## src/rtl/adder_char_stimgen_pkg.sv

```systemverilog
// Shared definitions for the adder characterisation stimulus engine:
// activity-pattern encodings, FSM states, LFSR feedback taps and the
// toggle-accumulator saturation value.
package adder_char_pkg;

  typedef enum logic [1:0] {
    MODE_ZERO = 2'd0,  // word held at zero: no switching
    MODE_FULL = 2'd1,  // all-zero <-> all-ones: every bit toggles
    MODE_HALF = 2'd2,  // all-zero <-> 0101..: half the bits toggle
    MODE_RAND = 2'd3   // LFSR-driven pseudo-random words
  } mode_e;

  typedef enum logic [1:0] {
    ST_IDLE = 2'd0,
    ST_SEND = 2'd1,
    ST_GAP  = 2'd2,
    ST_DONE = 2'd3
  } state_e;

  // Galois right-shift feedback polynomial for the 32-bit LFSR.
  localparam logic [31:0] LFSR_TAPS  = 32'h8020_0003;

  // Ceiling of the operand toggle accumulator.
  localparam logic [31:0] TOGGLE_SAT = 32'hFFFF_FFFF;

endpackage

```

## src/rtl/adder_char_stimgen_popcount_tree.sv

```systemverilog
// Combinational population count of a W-bit vector.
// Ports:
//   i_vec    in  W               vector to count
//   o_count  out $clog2(W+1)     number of ones in i_vec
module popcount_tree #(
  parameter int W = 24
) (
  input  logic [W-1:0]         i_vec,
  output logic [$clog2(W+1)-1:0] o_count
);

  localparam int CW = $clog2(W + 1);

  always_comb begin
    // NOTE: every always_comb output gets a default before any branch or
    // loop touches it, so no path can leave it unassigned and infer a latch.
    o_count = '0;
    for (int i = 0; i < W; i++) begin
      o_count = o_count + CW'(i_vec[i]);
    end
  end

endmodule

```

## src/rtl/adder_char_stimgen.sv

```systemverilog
// Stimulus and activity engine for adder energy characterisation.
// Emits packets of operand flits separated by programmable idle gaps,
// feeds them through a registered N-bit adder, and accumulates the
// number of operand bit toggles in hardware.
// Ports:
//   clk, rst_n            clock, synchronous active-low reset
//   start                 one-cycle run request, honoured only in IDLE
//   mode                  activity pattern (see mode_e)
//   payload_len/gap_len/num_pkts  run configuration, latched on start
//   op_a/op_b/op_valid    operand flit presented to the adder
//   sum_q/carry_q/sum_valid  registered adder result
//   busy/done             run status; done pulses once at end of run
//   pkt_cnt               packets completed in the current run
//   toggle_acc            saturating operand bit-toggle count
module adder_char_stimgen
  import adder_char_pkg::*;
#(
  parameter int                N      = 12,
  parameter int                LFSR_W = 32,
  parameter logic [LFSR_W-1:0] SEED   = 32'h0000_0001,
  parameter int                CNT_W  = 16
) (
  input  logic             clk,
  input  logic             rst_n,
  input  logic             start,
  input  logic [1:0]       mode,
  input  logic [CNT_W-1:0] payload_len,
  input  logic [CNT_W-1:0] gap_len,
  input  logic [CNT_W-1:0] num_pkts,
  output logic [N-1:0]     op_a,
  output logic [N-1:0]     op_b,
  output logic             op_valid,
  output logic [N-1:0]     sum_q,
  output logic             carry_q,
  output logic             sum_valid,
  output logic             busy,
  output logic             done,
  output logic [CNT_W-1:0] pkt_cnt,
  output logic [31:0]      toggle_acc
);

  localparam int                W2      = 2 * N;
  localparam int                PC_W    = $clog2(W2 + 1);
  localparam logic [W2-1:0]     CHECKER = {N{2'b01}};
  localparam logic [LFSR_W-1:0] TAPS    = LFSR_TAPS[LFSR_W-1:0];

  state_e            r_state, w_state_nxt;
  mode_e             r_mode;
  logic [CNT_W-1:0]  r_payload, r_gap, r_num;
  logic [CNT_W-1:0]  r_flit_cnt, r_gap_cnt, r_pkt_cnt;
  logic              r_phase;
  logic [LFSR_W-1:0] r_lfsr, w_lfsr_step;
  logic [N-1:0]      r_op_a, r_op_b, r_sum;
  logic              r_op_valid, r_carry, r_sum_valid, r_done;
  logic [31:0]       r_toggle_acc, w_acc_next;
  logic [32:0]       w_acc_sum;
  logic [W2-1:0]     w_word;
  logic [PC_W-1:0]   w_pop;
  logic              w_last_flit, w_last_pkt, w_gap_end;

  assign w_last_flit = (r_flit_cnt == r_payload - CNT_W'(1));
  assign w_last_pkt  = (r_pkt_cnt + CNT_W'(1) == r_num);
  assign w_gap_end   = (r_gap_cnt == r_gap - CNT_W'(1));

  // One Galois right-shift step; only consumed in MODE_RAND.
  assign w_lfsr_step = {1'b0, r_lfsr[LFSR_W-1:1]} ^ (r_lfsr[0] ? TAPS : '0);

  // Pattern generator. r_phase is 0 on a packet's first flit, so the
  // alternating modes always open a packet with their non-zero word.
  always_comb begin
    w_word = '0;
    unique case (r_mode)
      MODE_ZERO: w_word = '0;
      MODE_FULL: w_word = r_phase ? '0 : '1;
      MODE_HALF: w_word = r_phase ? '0 : CHECKER;
      MODE_RAND: w_word = w_lfsr_step[W2-1:0];
      default:   w_word = '0;
    endcase
  end

  popcount_tree #(.W(W2)) u_popcount (
    .i_vec   (w_word ^ {r_op_b, r_op_a}),
    .o_count (w_pop)
  );

  // One guard bit detects overflow; clamp instead of wrapping.
  assign w_acc_sum  = {1'b0, r_toggle_acc} + 33'(w_pop);
  assign w_acc_next = w_acc_sum[32] ? TOGGLE_SAT : w_acc_sum[31:0];

  always_comb begin
    w_state_nxt = r_state;
    unique case (r_state)
      ST_IDLE:
        if (start) begin
          w_state_nxt = (payload_len == '0 || num_pkts == '0) ? ST_DONE : ST_SEND;
        end
      ST_SEND:
        if (w_last_flit) begin
          if (w_last_pkt)        w_state_nxt = ST_DONE;
          else if (r_gap != '0)  w_state_nxt = ST_GAP;
          else                   w_state_nxt = ST_SEND;
        end
      ST_GAP:
        if (w_gap_end) w_state_nxt = ST_SEND;
      ST_DONE:
        w_state_nxt = ST_IDLE;
      default:
        w_state_nxt = ST_IDLE;
    endcase
  end

  always_ff @(posedge clk) begin
    // NOTE: clocked state uses non-blocking assignments so every register
    // samples pre-edge values regardless of statement order.
    if (!rst_n) r_state <= ST_IDLE;
    else        r_state <= w_state_nxt;
  end

  always_ff @(posedge clk) begin
    if (!rst_n) begin
      r_mode       <= MODE_ZERO;
      r_payload    <= '0;
      r_gap        <= '0;
      r_num        <= '0;
      r_flit_cnt   <= '0;
      r_gap_cnt    <= '0;
      r_pkt_cnt    <= '0;
      r_phase      <= 1'b0;
      r_lfsr       <= SEED;
      r_op_a       <= '0;
      r_op_b       <= '0;
      r_op_valid   <= 1'b0;
      r_toggle_acc <= '0;
      r_sum        <= '0;
      r_carry      <= 1'b0;
      r_sum_valid  <= 1'b0;
      r_done       <= 1'b0;
    end else begin
      r_op_valid  <= 1'b0;
      r_done      <= (r_state == ST_DONE);
      r_sum_valid <= r_op_valid;
      if (r_op_valid) {r_carry, r_sum} <= {1'b0, r_op_a} + {1'b0, r_op_b};

      unique case (r_state)
        ST_IDLE:
          if (start) begin
            r_mode       <= mode_e'(mode);
            r_payload    <= payload_len;
            r_gap        <= gap_len;
            r_num        <= num_pkts;
            r_pkt_cnt    <= '0;
            r_toggle_acc <= '0;
            r_lfsr       <= SEED;
            r_phase      <= 1'b0;
            r_flit_cnt   <= '0;
            r_gap_cnt    <= '0;
          end
        ST_SEND: begin
          r_op_valid       <= 1'b1;
          {r_op_b, r_op_a} <= w_word;
          r_toggle_acc     <= w_acc_next;
          if (r_mode == MODE_RAND) r_lfsr <= w_lfsr_step;
          if (w_last_flit) begin
            r_flit_cnt <= '0;
            r_phase    <= 1'b0;
            r_pkt_cnt  <= r_pkt_cnt + CNT_W'(1);
          end else begin
            r_flit_cnt <= r_flit_cnt + CNT_W'(1);
            r_phase    <= ~r_phase;
          end
        end
        ST_GAP:
          r_gap_cnt <= w_gap_end ? '0 : r_gap_cnt + CNT_W'(1);
        default: ;
      endcase
    end
  end

  assign op_a       = r_op_a;
  assign op_b       = r_op_b;
  assign op_valid   = r_op_valid;
  assign sum_q      = r_sum;
  assign carry_q    = r_carry;
  assign sum_valid  = r_sum_valid;
  assign busy       = (r_state == ST_SEND) || (r_state == ST_GAP);
  assign done       = r_done;
  assign pkt_cnt    = r_pkt_cnt;
  assign toggle_acc = r_toggle_acc;

endmodule
```

## config.mk

```make
export PLATFORM = sky130hd
export DESIGN_NAME = adder_char_stimgen
export DESIGN_NICKNAME = d
export VERILOG_FILES = /design/src/rtl/adder_char_stimgen_pkg.sv /design/src/rtl/adder_char_stimgen_popcount_tree.sv /design/src/rtl/adder_char_stimgen.sv
export SDC_FILE = /design/constraint.sdc
export NUM_CORES = 1
export LEC_CHECK = 0
export BUFFER_PORTS_ARGS = -buffer_cell sky130_fd_sc_hd__buf_2
export CAP_MARGIN = 20
export CORE_AREA = 3 3 141 143
export CTS_CLUSTER_SIZE = 14
export DETAILED_ROUTE_END_ITERATION = 10
export DIE_AREA = 0 0 144 146
export PLACE_DENSITY = 0.82
export SETUP_SLACK_MARGIN = 0.5
export SLEW_MARGIN = 5
export SYNTH_ARGS = -nofsm -noshare
export SYNTH_HDL_FRONTEND = slang
export SYNTH_SLANG_ARGS = --single-unit
export TNS_END_PERCENT = 1
```

## constraint.sdc

```tcl
create_clock -name clk -period 20.4 [get_ports clk]
set_clock_uncertainty 0.15 [all_clocks]
set_input_delay 4.08 -clock clk [delete_from_list [all_inputs] [get_ports clk]]
set_output_delay 4.08 -clock clk [all_outputs]
set_load 0.1 [all_outputs]
```

==> impl_metrics.toml <==
[clock_network]
clk_pin_slew_ns = 0.06
cts_setup_buffers = 0
cts_buffer_depth = 3
clock_latency_ns = 0.50
ctsResizeCount = 0
cts_tree = "built"
numCtsBuffers = 23
h-tree-depth = 1
cts_hold_buf = 0
cts_root_buffer = "clkbuf_16"
cts.sink_count = 205

[global_routing]
grt_pass1_vias = 9662
grt_pass1_wl_um = 47500
track_usage_pct = 26.7
grt_overflow = 0
grt_max_degree = 66
antenna_found_initial = 0

[logic_synthesis]
ys_ff_latch = 205
synth_seq_area_share_pct = 36.5
synth_edf_count = 0
syn_nets = 1488
yosys_warnings = 0
synth.avg_cell_area_um2 = 8.14
syn-cell-area_mm2 = 0.0113
netlist_instances = 1382
async_flop_share_pct = 0
synth_cell_types = 67
synthFlopType = "dfxtp_1"

[critical_path]
slowest_stage = "and2_1"
reg2reg_to = "toggle_acc[27]"
crit_family = "adder cells"
worstPathCellList = "and2_1 -> a21oi_1 -> xnor2_1 -> ha_1 -> fa_1 -> fa_1 -> fa_1 -> fa_1 -> inv_1 -> fa_1 -> fa_1 -> fa_1 -> fa_1 -> nor2b_1 -> o21ai_0 -> a21boi_0 -> o21ai_0 -> buf_4 -> nor3_2 -> buf_4 -> a31oi_1 -> o21ai_0"
max_stage_delay_ns = 0.67
critical_path_required_ns = 20.67
crit_top_cell = "fa_1"
reg2reg_slack_ns = 12.31
cp.depth = 22
startpoint_type = "flop"
end_kind = "flop"
worstPathArrival_ns = 8.36
critical_path_buf_inv_count = 3
crit_start = "r_mode[1]"
crit_end = "toggle_acc[27]"
r2r-start = "r_mode[1]"
crit_type = "flop to flop"
reg2reg_depth = 22
path_max_fanout = 24

[final_layout]
fin_nets = 1599
multi_input_area_mm2 = 0.00664
n_fill_cell = 1518
syn2layout_area_growth_pct = 14.6
antenna_cells = 0
drive_gt1_share_pct = 14.1
ff_latch_area_mm2 = 0.00410
final_core_util_pct = 68.9
fin_cells = 1740

[die]
die_width_um = 144
rows = 50
core_mm2 = 0.0187
initial_core_util_pct = 60.2
top_level_ports = 142
die_y_um = 146
die-area_mm2 = 0.0210

[sta]
worst_slew_pin_slew_ns = 1.01
max_freq_ghz = 0.124
setup_viol = 0
relSlewSlack_pct = 32.1
finalCriticalPeriod_ns = 8.09
setup_tns_ns = 0
finalHoldViolCount = 0
grt_setup_unrepaired = "false"
period_share_pct = 39.6
slew_violations = 0

[route]
drt_pass1_iterations = 5
drt_iter0_markers = 693
drt-total-wl_um = 29000
via_per_inst = 5.93
routed-via-count = 10300
antenna_left = 0
wl_per_cell_um = 16.7
drc = 0

[run]
cap_viol_max_count = 0

[placement]
place.detailed.hpwl_um = 20500
portBuffers = 141
place_congestion = 0.931
placed_cells = 1700

[worst_hold_path]
hp-class = "flop to flop"
hp-start = "toggle_acc[2]"

[run_status]
status = "completed"
==> cell usage after synthesis (3+ instances only) <==
cell type	n	area share (%)
a211oi_1	29	1.9
mux2i_1	13	1.2
nor3b_1	6	0.40
nor3_1	27	1.2
a21boi_0	6	0.40
nand2b_1	4	0.22
a32o_1	3	0.27
nor2b_1	11	0.61
a21o_1	10	0.67
a31oi_1	25	1.4
o211ai_1	3	0.20
o21ai_0	74	3.3
clkbuf_1	61	2.0
nor4_1	18	1.0
nand3b_1	5	0.33
or4_1	4	0.27
nand4_1	24	1.3
nand2_1	178	5.9
a22o_1	29	2.3
nor4b_1	3	0.23
ha_1	34	3.8
o21ai_1	3	0.13
and4_1	8	0.62
o21a_1	4	0.27
o31ai_1	7	0.47
xnor2_1	68	5.3
a21oi_1	130	5.8
or2_2	3	0.17
nor2_1	130	4.3
buf_1	5	0.17
dfxtp_1	205	36
xor2_1	59	4.6
and3_1	16	0.89
fa_1	19	3.4
mux2_2	3	0.30
a41oi_1	11	0.86
and2_1	6	0.33
or3_1	7	0.39
nand3_1	31	1.4
inv_1	66	2.2
==> worst min-delay path by stage <==
stage / to / slack, ns / cells after the start
6_report: toggle_acc[2] / 0.31 / 2
5_1_grt: r_num[4] / 0.34 / 2
4_1_cts: toggle_acc[2] / 0.31 / 2
3_5_place_dp: toggle_acc[2] / 0.30 / 2
3_3_place_gp: toggle_acc[3] / 0.30 / 2
2_1_floorplan: r_num[10] / 0.30 / 2
==> flip-flops by register name (all words and copies together), names as in the netlist, 16 cells and up <==
register    cells
pkt_cnt        16
r_flit_cnt     16
r_gap          16
r_gap_cnt      16
r_lfsr         32
r_num          16
r_payload      16
toggle_acc     32
==> layer usage <==
layer,global-route usage [%],share of wire (%),vias up
li1,-,-,5085
met5,0,0,-
met4,9.27,3.0,0
met1,36.1,44,4881
met3,3.12,4.6,70
met2,44.1,48,289
==> tightest hold or removal path: cells and delay by family, from the launching register on <==
family        cells  cell delay, ns
flops             1            0.32
simple gates      2            0.10
==> layout by cell type (no fill, tap or decap), types with 4 or more instances in the layout <==
cell,n
ha_1,33
fa_1,19
nand2_1,178
o21a_1,4
or4_1,4
a31oi_1,25
nand3b_1,5
xnor2_1,68
nor3b_1,6
nor3_1,26
mux2i_1,13
clkbuf_16,23
nand4_1,24
a22o_1,29
nand3_1,31
and2_1,5
o21ai_0,74
xor2_1,59
buf_2,141
inv_1,65
a21o_1,10
or3_1,7
clkbuf_8,4
a21oi_1,130
o31ai_1,7
a21boi_0,6
nor2_1,130
a41oi_1,11
a211oi_1,29
buf_4,12
nor2b_1,11
dfxtp_1,205
and4_1,8
and3_1,16
nand2b_1,4
nor4_1,18
==> logic make-up (layout without fill, tap and decap cells) <==
logic type | count (synthesis) | count (layout) | share of synthesized area, %
and+or+nand+nor | 490 | 490 | 20.7
xor gates and xnor gates | 127 | 127 | 9.88
muxes | 17 | 17 | 1.56
AOI/OAI and AO/OA | 354 | 354 | 19.6
buffers and inverters | 136 | 260 | 4.59
adders and majority gates | 53 | 53 | 7.16
DFF | 205 | 205 | 36.5
==> through the flow <==
stage | instance area (um^2) | hold slack [ns] | worst slack, ns
after floorplan | 11300 | 0.298 | 13.11
after global placement | 12100 | 0.298 | 12.56
after detailed placement | 12100 | 0.304 | 12.26
after CTS | 12900 | 0.313 | 12.13
after global routing | 12900 | 0.335 | 11.95
final | 12900 | 0.311 | 12.31
==> area by class of cell <==
type / count / share of cell area [%]
multi-input combinational: 1041 / 51.5
sequential: 205 / 31.8
timing repair buffer: 155 / 6.42
clock buffer: 28 / 4.92
tap: 234 / 2.27
inverter: 67 / 1.95
clock inverter: 10 / 1.08
Power is not shown: default switching activity piles up to over one toggle a cycle in this logic, so the estimate is an artifact.
